--- src/rtl/period_meter.sv ---
// Period / high-time meter for a single-bit waveform with lock and timeout flags.
// Optional input synchronizer: define PERIOD_METER_SYNC_EN.
module period_meter #(
    parameter int CNT_W  = 8,
    parameter int LOCK_N = 4
) (
    input  logic             clk,
    input  logic             reset,
    input  logic             sig_in,
    output logic [CNT_W-1:0] period,
    output logic [CNT_W-1:0] high_time,
    output logic             meas_valid,
    output logic             locked,
    output logic             timeout
);

    localparam logic [CNT_W-1:0] MAX       = '1;
    localparam int               MW        = $clog2(LOCK_N);
    localparam logic [MW-1:0]    MATCH_MAX = MW'(LOCK_N - 1);

    typedef enum logic {IDLE, MEASURE} state_t;

    state_t           state_q;
    logic             sig_s;
    logic             sig_d_q;
    logic             rise_d;
    logic [CNT_W-1:0] per_cnt_q;
    logic [CNT_W-1:0] hi_cnt_q;
    logic [CNT_W-1:0] period_q;
    logic [CNT_W-1:0] high_time_q;
    logic             meas_valid_q;
    logic             locked_q;
    logic             timeout_q;
    logic [MW-1:0]    match_q;
    logic             have_ref_q;

`ifdef PERIOD_METER_SYNC_EN
    logic [1:0] sync_q;

    always_ff @(posedge clk) begin
        if (!reset) begin
            sync_q <= 2'b11;
        end else begin
            sync_q <= {sync_q[0], sig_in};
        end
    end

    assign sig_s = sync_q[1];
`else
    assign sig_s = sig_in;
`endif

    assign rise_d = sig_s & ~sig_d_q;

    always_ff @(posedge clk) begin
        if (!reset) begin
            state_q      <= IDLE;
            sig_d_q      <= 1'b1;
            per_cnt_q    <= '0;
            hi_cnt_q     <= '0;
            period_q     <= '0;
            high_time_q  <= '0;
            meas_valid_q <= 1'b0;
            locked_q     <= 1'b0;
            timeout_q    <= 1'b0;
            match_q      <= '0;
            have_ref_q   <= 1'b0;
        end else begin
            sig_d_q      <= sig_s;
            meas_valid_q <= 1'b0;
            case (state_q)
                IDLE: begin
                    if (rise_d) begin
                        state_q    <= MEASURE;
                        per_cnt_q  <= CNT_W'(1);
                        hi_cnt_q   <= CNT_W'(1);
                        have_ref_q <= 1'b0;
                    end
                end
                MEASURE: begin
                    if (rise_d) begin
                        period_q     <= per_cnt_q;
                        high_time_q  <= hi_cnt_q;
                        meas_valid_q <= 1'b1;
                        timeout_q    <= 1'b0;
                        per_cnt_q    <= CNT_W'(1);
                        hi_cnt_q     <= CNT_W'(1);
                        have_ref_q   <= 1'b1;
                        // First result after IDLE only seeds the comparison.
                        if (!have_ref_q || per_cnt_q != period_q) begin
                            match_q  <= '0;
                            locked_q <= 1'b0;
                        end else if (match_q == MATCH_MAX) begin
                            locked_q <= 1'b1;
                        end else begin
                            match_q <= match_q + 1'b1;
                        end
                    end else if (per_cnt_q == MAX) begin
                        timeout_q <= 1'b1;
                        locked_q  <= 1'b0;
                        match_q   <= '0;
                        state_q   <= IDLE;
                    end else begin
                        per_cnt_q <= per_cnt_q + 1'b1;
                        if (sig_s) begin
                            hi_cnt_q <= hi_cnt_q + 1'b1;
                        end
                    end
                end
                default: state_q <= IDLE;
            endcase
        end
    end

    assign period     = period_q;
    assign high_time  = high_time_q;
    assign meas_valid = meas_valid_q;
    assign locked     = locked_q;
    assign timeout    = timeout_q;

endmodule

--- config.mk ---
export PLATFORM = sky130hd
export DESIGN_NAME = period_meter
export DESIGN_NICKNAME = d
export VERILOG_FILES = /design/src/rtl/period_meter.sv
export SDC_FILE = /design/constraint.sdc
export NUM_CORES = 1
export LEC_CHECK = 0
export ABC_AREA = 1
export CAP_MARGIN = 20
export CORE_MARGIN = 2
export CORE_UTILIZATION = 45
export DETAILED_ROUTE_END_ITERATION = 10
export PLACE_DENSITY = 0.66
export SLEW_MARGIN = 40
export SYNTH_ARGS = -nofsm -noshare
export SYNTH_HDL_FRONTEND = slang
export SYNTH_SLANG_ARGS = --single-unit
--- constraint.sdc ---
create_clock -name clk -period 3.59 [get_ports clk]
set_input_delay 0.5385 -clock clk [delete_from_list [all_inputs] [get_ports clk]]
set_output_delay 0.5385 -clock clk [all_outputs]
set_load 0.01 [all_outputs]
# --- Yosys cells after proc, flatten, opt, wreduce, memory -nomap -nowiden ---
# Cells that the tools add are included.
totals:
  regBits: 40
  word_cells: 62
  input_bits: 3
  output_inout_bits: 19
op_classes:
  eq_ne: 9
  n_bitwise: 3
  reduce_logical: 11
  n_addsub: 3
  n_mux: 25
op_table:
  columns: ["op", "count"]
  rows:
  - ["$mux W8", 6]
  - ["$pmux W8 S2", 2]
  - ["$add A8 B1 Y8 const B", 2]
  - ["$mux W1", 11]
  - ["$reduce_and A2 Y1", 5]
  - ["$reduce_and A3 Y1", 3]
  - ["$eq A8 B8 Y1 const B", 1]
  - ["$mux W2", 4]
  - ["$ne A8 B8 Y1", 1]
  - ["$ne A3 B3 Y1 const B", 2]
  - ["$pmux W1 S2", 2]
  - ["$ne A3 B1 Y1 const B", 1]
  - ["$ne A3 B2 Y1 const B", 1]
  - ["$add A2 B1 Y2 const B", 1]
  - ["$eq A2 B2 Y1 const B", 1]
  - ["$ne A2 B1 Y1 const B", 1]
  - ["$ne A2 B2 Y1 const B", 1]
  - ["$not A1 Y1", 2]
  - ["$reduce_bool A2 Y1", 1]
  - ["$and A1 B1 Y1", 1]
  - ["$logic_not A1 Y1", 1]
  - ["$logic_or A1 B1 Y1", 1]

# --- Depth between registers and ports, before layout ---
depth:
  depth_word: 5
  depth_mapped: 10

# --- Worst setup path before layout ---
# No wires, ideal clock.
synth_timing:
  path_kind: "input to register"
  start: "in sig_in"
  end: "reg hi_cnt_q[6]"
  t_arrival_ns: 1.311
  path_slack_ns: 2.167
  path_buffers: 0
  path_stages: 10
  required_time_ns: 3.477
  path_cell_list: "inv_1 -> nor2_4 -> nor2_2 -> nand3_2 -> nand2_2 -> inv_2 -> nand2_1 -> nand2_1 -> nand2_1 -> nor2_1"
synth_between:
  elab_chain_cells: 3
  elab_cells_between_ends: 7
  classes_between: "eq/ne (3); mux (2); bitwise (1); reduce/logical (1)"
synth_lines:
  columns: ["item", "line_no", "text"]
  rows:
  - ["start, declared", "9", "input logic sig_in,"]
  - ["$and A1 B1 Y1", "53", "assign rise_d = sig_s & ~sig_d_q;"]
  - ["$ne A3 B2 Y1 (no source line) (tied with other cells)", null, null]
  - ["$reduce_and A3 Y1 (no source line) or $pmux W8 S2 (tied branches)", null, null]
  - ["end signal, assigned", "106", "hi_cnt_q <= hi_cnt_q + 1'b1;"]
  - ["end, declared", "28", "logic [CNT_W-1:0] hi_cnt_q;"]
# Several ways; a longest one is shown, not always the timed one.
# A chain may end at the register's enable or synchronous reset.

==> metrics <==
startpoint types primary input; fillcell total 410; CTS H-tree depth 2; Die Wd 68.4 um; CTS tree built; outcome finished, final reports clean; Worst-Margin Slew 0.510 ns; final core utilization 55.8%; clk_skew 0.00599 ns; cell area after synthesis 1870 um2; DRT iter0 DRCs 148; PwrDens 385 nW/um2; R2R Path Start per_cnt_q[1]; vias per cell 5.03; # rows 23; Worst Min Path Start timeout; Synth top area share 42.9%; vias in the first global route 1,513; Root Driver clkbuf_8; Hold Path Stages 2; # nets final 294; Fin. Hold Viols 0; Vias 1,706; post-synthesis async set-or-reset flop share 0%; fin. max-slew vios 0; hpwl dp 2990 um; largest net degree at the start of global routing 17; Clk pin slew, worst setup/hold paths 0.08 ns; Arr. time, crit path 2.16 ns; # DRC 0; total track usage 19.5%; Tcrit/Tclk final 54.0%; fin crit period 1.94 ns; Final GP Congestion 0.830; Clk Latency, worst-skew pair 0.29 ns; core area 4000 um2; most common cell after layout, fill and taps aside nand2_1; crit-path max FO 16; initial antenna violation count 0; post-CTS resize count 0; max_slew headroom 65.9%; hold endpoint timeout; final setup fails 0; CP cell instances clkdlybuf4s50_1 > buf_4 > inv_1 > nor2_1 > inv_1 > o21ai_0; R2R depth 10; RSZ-0062 raised after global routing false; Synth area leaders dfxtp_1, nand2_1, inv_1, nand3_1, nor2_1; register area share after synthesis 42.9%; Crit-path slowest cell clkdlybuf4s50_1; grt ovf 0; Top cell by count, worst path inv_1; LEAKAGE 0.852 nW; DR pass1 iterations 4; die area 4680 um2; Worst path max stage delay 0.45 ns; VDD IR-drop max 0.214 mV; CTS sink count 40; leading area contributor after synthesis dfxtp_1; Initial Util 46.7%; port bufs 21; total negative slack 0 ns; first-pass GRT wire length 6790 um; Post-Synthesis Net Count 269; post-CTS setup buffer count 0; max-cap viol count 0; routed wire length 4010 um; prevailing post-synth register cell dfxtp_1; Required @ worst endpoint 3.81 ns; Setup crit end kind register; Fmax achieved 516 MHz; FF+latch count, synth 40; DIE HEIGHT 68.4 um; post-synthesis cell type count 31; Num CTS Buffers 5; EDFF count, synth 0; HP Class register to register; Routed Antenna Nets 0; reg-to-reg endpoint per_cnt_q[5]; area delta synth->final 19.5%; reg2reg setup slack 1.87 ns; YS warnings 0; Ports 22; Syn Inst Count 263; maximum clock insertion buffer count 2; critical setup path kind primary input to register; Critical path origin reset; hold buffers post-CTS 0; ant diodes 0; mean area per synthesized cell 7.10 um2; WL/cell 11.8 um; commonest non-fill, non-tap cells in the layout nand2_1, dfxtp_1, inv_1; proportion of layout cells with a drive suffix above 1 9.00%
## critical path: cells and delay by family
| kind | cells | cell delay, ns |
|---|---|---|
| AOI/OAI and AO/OA | 1 | 0.17 |
| and+or+nand+nor | 1 | 0.45 |
| buffers and inverters | 4 | 0.99 |
## report_power, final
part	switching (mW)	total, mW	internal [mW]	leakage [nW]
clock network	0.161	0.367	0.206	0.0541
logic	0.0269	0.0395	0.0126	0.475
registers	0.00531	0.452	0.447	0.323
## layer usage
metal / share of wire, % / vias to the layer above / GRT usage [%]
li1: - / 890 / -
met1: 52 / 774 / 27.6
met2: 43 / 34 / 28.8
met3: 3.4 / 8 / 4.28
met4: 1.7 / 0 / 7.25
met5: 0 / - / 0
## worst max-delay path by stage
stage	cells past startpoint	endpoint	slack [ns]
5_1_grt	6	have_ref_q	1.46
6_report	6	have_ref_q	1.65
3_3_place_gp	7	high_time[3]	1.36
3_5_place_dp	6	have_ref_q	1.35
4_1_cts	6	have_ref_q	1.65
2_1_floorplan	10	hi_cnt_q[6]	2.17
## cells by family (layout without fill, tap and decap cells)
kind of cell / count (synthesis) / count (layout) / synth area share, %
compound gates: 38 / 38 / 11.2
xor+xnor: 5 / 5 / 2.35
fa+ha+maj: 3 / 3 / 2.01
buf+inv: 41 / 67 / 8.98
flops: 40 / 40 / 42.9
simple gates: 136 / 136 / 32.6
## cell usage after synthesis, types with 2 or more instances
| master | count |
|---|---|
| nand4_1 | 4 |
| nor2_1 | 25 |
| nand3_1 | 23 |
| inv_2 | 4 |
| dfxtp_1 | 40 |
| o21ai_0 | 13 |
| nand2_2 | 4 |
| nor2_4 | 3 |
| xor2_1 | 2 |
| nor2_2 | 2 |
| ha_1 | 3 |
| o21ai_1 | 2 |
| o22ai_1 | 7 |
| xnor2_1 | 3 |
| a21oi_1 | 12 |
| inv_1 | 32 |
| nand2_1 | 70 |
## stage by stage
stage	cell area (um2)	hold WS, ns	power [mW]	setup slack, ns	std cells
6_report	2230	0.458	0.859	1.65	339
2_1_floorplan	1870	0.439	0.491	2.17	263
3_5_place_dp	2120	0.451	0.502	1.35	331
3_3_place_gp	2120	0.438	0.502	1.36	331
4_1_cts	2230	0.463	0.866	1.65	339
5_1_grt	2230	0.505	0.892	1.46	339
## layout make-up
type / count / area, um2 / share of cell area (%)
clock inverters: 3 / 42.5 / 1.91
repair buffers: 22 / 218 / 9.76
well taps: 50 / 62.6 / 2.80
flip-flops and latches: 40 / 801 / 35.9
clock buffers: 5 / 68.8 / 3.08
multi-input cells: 182 / 898 / 40.3
inverters: 37 / 140 / 6.28
## sequential cells by signal, summed over array words and instances (netlist names)
| name | count |
|---|---|
| hi_cnt_q | 8 |
| high_time | 8 |
| per_cnt_q | 8 |
| period | 8 |
| match_q | 2 |
| have_ref_q | 1 |
| locked | 1 |
| meas_valid | 1 |
| sig_d_q | 1 |
| state_q | 1 |
| timeout | 1 |
(Power assumes the default switching activity.)
